## src/rtl/seq_det_pkg.sv

```systemverilog
// Shared definitions for the 1001 sequence detector scheduler.
package seq_det_pkg;

  typedef enum logic [1:0] {
    StIdle,
    StShift,
    StResult
  } state_e;

  localparam logic [3:0] Pattern = 4'b1001;

endpackage

```

## src/rtl/seq_det_core.sv

```systemverilog
// Serial 1001 detector; flags overlapping matches once four bits have been fed since clr.
module seq_det_core
  import seq_det_pkg::*;
(
  input  logic clk,
  input  logic rstn,
  input  logic clr,
  input  logic bit_valid,
  input  logic bit_in,
  output logic match
);

  logic [2:0] hist_q;
  logic [1:0] fed_q;

  // fed_q saturates at 3: the current bit makes the fourth
  assign match = bit_valid && (fed_q == 2'd3) && ({hist_q, bit_in} == Pattern);

  always_ff @(posedge clk) begin
    if (rstn || clr) begin
      hist_q <= '0;
      fed_q  <= '0;
    end else if (bit_valid) begin
      hist_q <= {hist_q[1:0], bit_in};
      if (fed_q != 2'd3) fed_q <= fed_q + 2'd1;
    end
  end

endmodule

```

## src/rtl/seq_det_sched.sv

```systemverilog
// Two-requester round-robin front end that counts 1001 matches per accepted word.
module seq_det_sched
  import seq_det_pkg::*;
#(
  parameter int unsigned WORD_W = 8,
  parameter int unsigned TOT_W  = 16
) (
  input  logic                  clk,
  input  logic                  rstn,
  input  logic [1:0]            req_valid,
  input  logic [2*WORD_W-1:0]   req_data,
  output logic [1:0]            req_ready,
  output logic                  res_valid,
  input  logic                  res_ready,
  output logic                  res_id,
  output logic [3:0]            res_count,
  output logic [TOT_W-1:0]      total_count,
  output logic                  busy
);

  localparam int unsigned IdxW = (WORD_W > 1) ? $clog2(WORD_W) : 1;
  localparam logic [IdxW-1:0] LastIdx = IdxW'(WORD_W - 1);

  state_e            state_q;
  logic              last_q;
  logic              id_q;
  logic [WORD_W-1:0] word_q;
  logic [IdxW-1:0]   idx_q;
  logic [3:0]        cnt_q;
  logic              res_valid_q;
  logic [TOT_W-1:0]  total_q;

  logic              grant;
  logic              accept;
  logic              match;
  logic [TOT_W:0]    sum;

  always_comb begin
    grant = 1'b0;
    if (req_valid == 2'b11) grant = ~last_q;
    else if (req_valid[1])  grant = 1'b1;
  end

  assign req_ready = (state_q == StIdle && !rstn && |req_valid) ? (2'b01 << grant) : 2'b00;
  assign accept    = |(req_valid & req_ready);
  assign sum       = {1'b0, total_q} + {{(TOT_W - 3){1'b0}}, cnt_q};

  seq_det_core u_core (
    .clk       (clk),
    .rstn      (rstn),
    .clr       (accept),
    .bit_valid (state_q == StShift),
    .bit_in    (word_q[WORD_W-1]),
    .match     (match)
  );

  always_ff @(posedge clk) begin
    if (rstn) begin
      state_q     <= StIdle;
      last_q      <= 1'b1;
      id_q        <= 1'b0;
      word_q      <= '0;
      idx_q       <= '0;
      cnt_q       <= '0;
      res_valid_q <= 1'b0;
      total_q     <= '0;
    end else begin
      unique case (state_q)
        StIdle: begin
          if (accept) begin
            word_q  <= grant ? req_data[WORD_W +: WORD_W] : req_data[0 +: WORD_W];
            id_q    <= grant;
            last_q  <= grant;
            cnt_q   <= '0;
            idx_q   <= '0;
            state_q <= StShift;
          end
        end
        StShift: begin
          word_q <= word_q << 1;
          idx_q  <= idx_q + 1'b1;
          if (match) cnt_q <= cnt_q + 4'd1;
          if (idx_q == LastIdx) begin
            state_q     <= StResult;
            res_valid_q <= 1'b1;
          end
        end
        StResult: begin
          if (res_ready) begin
            state_q     <= StIdle;
            res_valid_q <= 1'b0;
            total_q     <= sum[TOT_W] ? '1 : sum[TOT_W-1:0];
          end
        end
        default: state_q <= StIdle;
      endcase
    end
  end

  assign res_valid   = res_valid_q;
  assign res_id      = id_q;
  assign res_count   = cnt_q;
  assign total_count = total_q;
  assign busy        = (state_q != StIdle);

endmodule

```

## config.mk

```make
export PLATFORM = sky130hd
export DESIGN_NAME = seq_det_sched
export DESIGN_NICKNAME = d
export VERILOG_FILES = /design/src/rtl/seq_det_pkg.sv /design/src/rtl/seq_det_core.sv /design/src/rtl/seq_det_sched.sv
export SDC_FILE = /design/constraint.sdc
export NUM_CORES = 1
export LEC_CHECK = 0
export CAP_MARGIN = 20
export CELL_PAD_IN_SITES_DETAIL_PLACEMENT = 0
export CELL_PAD_IN_SITES_GLOBAL_PLACEMENT = 1
export CORE_MARGIN = 3
export CORE_UTILIZATION = 40
export DETAILED_ROUTE_END_ITERATION = 12
export PLACE_DENSITY = 0.87
export SLEW_MARGIN = 10
export SYNTH_ARGS = -nofsm -noshare
export SYNTH_HDL_FRONTEND = slang
export SYNTH_SLANG_ARGS = --single-unit
```

## constraint.sdc

```tcl
create_clock -name clk -period 2.75 [get_ports clk]
set_input_delay 0.6875 -clock clk [delete_from_list [all_inputs] [get_ports clk]]
set_output_delay 0.6875 -clock clk [all_outputs]
set_load 0.005 [all_outputs]
```

==> key figures <==
Critical path
  – Crit path capture type: output port
  – CP Cell Sequence: clkdlybuf4s50_1, o21ba_2, nand2_1, nor2_1, dlygate4sd2_1
  – Reg2Reg Launch Point: res_count[0]
  – CP Class: primary input to output port
  – WP data required: 2.06 ns
  – Crit start category: primary input
  – Crit path buf inv count: 2
  – Crit path DAT: between 1.5 and 2 ns
  – Crit path largest cell delay: between 0.4 and 0.5 ns
  – CP Max Fanout: 3
  – Slowest library cell on the worst path: clkdlybuf4s50_1
  – CP top delay family: buffers and inverters
  – CP startpoint: rstn

Drt
  – Final ANT Viol Nets: 0
  – DRC Markers: 0
  – Final wirelength: between 4000 and 5000 um
  – Vias per inst: 5.12
  – Drt wl/cell: ~12 um
  – DR vias: 1796
  – First-pass detailed-route iteration total: 4
  – DRT iter0 DRCs: 61

Clock tree
  – Post-CTS sizing: 5
  – Post-CTS Setup Bufs: 0
  – Post-CTS Hold Buffers: 0
  – Reg clk slew, reported paths: 0.07 ns
  – Worst skew pair latency: roughly 0.29 ns
  – Clock Path Buffers: 2
  – TritonCTS clock tree: built
  – Clock sinks: around 40
  – Total CTS buffers: 5
  – CTS H-tree depth: 2
  – Root buf cell: clkbuf_8

STA
  – Max Fclk: a little under 400 MHz
  – Setup violations, final: 0
  – Endpoints failing hold: 0
  – Final Critical Period: around 2.5 ns
  – Clock skew: ~0.0086 ns
  – Final Cycle Share: just over 90%
  – Max_slew headroom: a little under three fifths
  – Unrepaired setup endpoints after global routing: no
  – Worst slew pin tran: a little under 0.7 ns
  – Fin. max-slew vios: 0
  – Setup_tns: 0 ns

Cells and area
  – Most frequent cells in the layout: dfxtp_1 (41), clkdlybuf4s50_1 (41), nor2_1 (38), a21oi_1 (27), nand2_1 (21)
  – Final-layout fill cell count: approximately 480
  – Final net count: 313
  – Post-layout util: about 55%
  – Share of layout cells above drive strength 1: ~8.5%
  – Antenna Cells: 0
  – Area growth, synth to finish: 29.5%

Logic synthesis
  – EDFF count, synth: 0
  – Sequential share of the synthesized area: 39.5%
  – Yosys warnings: 0
  – Post-Syn Area: between 0.002 and 0.0025 mm2
  – Post-Syn Nets: roughly 270
  – Ys async rst share: 0%
  – Synth unique cells: 47
  – Main synth FF type: dfxtp_1
  – FF+latch count, synth: 41
  – Mean post-synth cell area: 8.76 um2
  – Syn Inst Count: between 200 and 250

Placement
  – HPWL Detailed: around 3200 um
  – RePlAce Congestion: 0.760
  – Port Buffers: 45

Job
  – Max-cap violations: 0

Floorplan
  – Height of the die: roughly 78 um
  – Number of cell rows: 25
  – Starting Density: 42.5%
  – Placeable core area: just under 0.005 mm2
  – Die X: approximately 78 um
  – Die area: roughly 0.006 mm2
  – I/O pin cnt: 46

Pwr
  – P_leak: between 1 and 1.5 nW
  – Peak VDD IR: 0.000236 V
  – Final Total Pwr: approximately 1.2 mW
  – Power per cell area: approximately 450 mW/mm2

GRT
  – Pin count of the biggest net entering global routing: 34
  – Gr usage total: 15.8%
  – First-pass GRT wire length: 7870 um
  – Remaining global-route overflow: 0
  – Initial antenna violation count: 0
  – Vias in the first global route: ~1.7k

Hold path
  – HP Start: u_core.hist_q[2]
  – Hold Path Class: register to register

Run status
  – Status: completed
[layer usage]
| metal | global-route usage [%] | routed length, um | vias up |
|---|---|---|---|
| li1 | - | - | 939 |
| met1 | 21.5 | 2170 | 812 |
| met2 | 24.7 | 1980 | 40 |
| met3 | 3.67 | 170 | 5 |
| met4 | 5.42 | 57 | 0 |
| met5 | 0 | 0 | - |
[synth_stat cells (2+ instances only)]
cell type	number	area share [%]
nand2b_1	2	0.60
nand4_1	2	0.60
ha_1	8	4.8
buf_2	2	0.48
or3_1	2	0.60
xnor2_1	6	2.5
nand3_1	5	1.2
a22oi_1	2	0.72
a211oi_1	15	5.4
nor3_1	3	0.72
o21bai_1	2	0.72
buf_6	2	1.1
nor2_1	38	6.9
and4_1	2	0.84
nand2_1	21	3.8
clkbuf_1	7	1.3
a31oi_1	3	0.90
xor2_1	6	2.5
nor2b_1	2	0.60
dfxtp_1	41	40
mux2i_1	9	4.3
a21oi_1	27	6.5
inv_1	5	0.90
a21oi_2	2	0.84
[state kept, by name (all words and copies together) (netlist names)]
name / flops
u_core.fed_q: 2
res_valid: 1
word_q: 8
res_count: 4
state_q: 2
u_core.hist_q: 3
idx_q: 3
res_id: 1
total_count: 16
last_q: 1
[per-stage QoR]
step	setup slack [ns]	std cells	hold slack, ns	cell area (um2)
after floorplan	0.703	237	0.437	2080
after detailed placement	-0.0624	343	0.447	2590
after CTS	0.210	351	0.459	2690
after global placement	-0.0813	343	0.443	2590
final	0.231	351	0.458	2690
after global routing	0.164	351	0.498	2690
[cell families (layout without fill, tap and decap cells)]
| kind of cell | count (synthesis) | after routing | synth area share, % |
|---|---|---|---|
| compound gates | 62 | 62 | 19.8 |
| fa+ha+maj | 9 | 9 | 5.79 |
| flops | 41 | 41 | 39.5 |
| xor+xnor | 12 | 12 | 5.06 |
| mux | 9 | 9 | 4.34 |
| buf+inv | 17 | 64 | 4.10 |
| simple gates | 87 | 87 | 21.4 |
[layout make-up]
type / instances / area (um2) / share of cell area [%]
multi-input combinational: 179 / 1170 / 43.6
tap: 67 / 83.8 / 3.12
clock buffer: 7 / 96.3 / 3.58
inverter: 5 / 18.8 / 0.698
clock inverter: 1 / 5.00 / 0.186
sequential: 41 / 821 / 30.5
timing repair buffer: 51 / 490 / 18.2
[report_power, final]
part	leakage [nW]	total, mW	switching [mW]	internal (mW)
sequential	0.333	0.625	0.0140	0.611
combinational	0.683	0.142	0.0686	0.0733
clock	0.0542	0.430	0.204	0.227
[worst register-to-register path, stage by stage, from the launching register on]
cell and delay (ns):
dfxtp_1 0.42, ha_1 0.25, fa_1 0.23, nand3_1 0.15, a21oi_2 0.32, or3b_1 0.40
mux2i_1 0.16, nor2_1 0.05
[final timing paths]
kind / to / slack (ns) / cells after the start
min: u_core.hist_q[2] / 0.46 / 2
min reg2reg: u_core.hist_q[2] / 0.46 / 2
max: req_ready[0] / 0.23 / 5
max reg2reg: total_count[14] / 0.67 / 7
(Power assumes the default switching activity.)
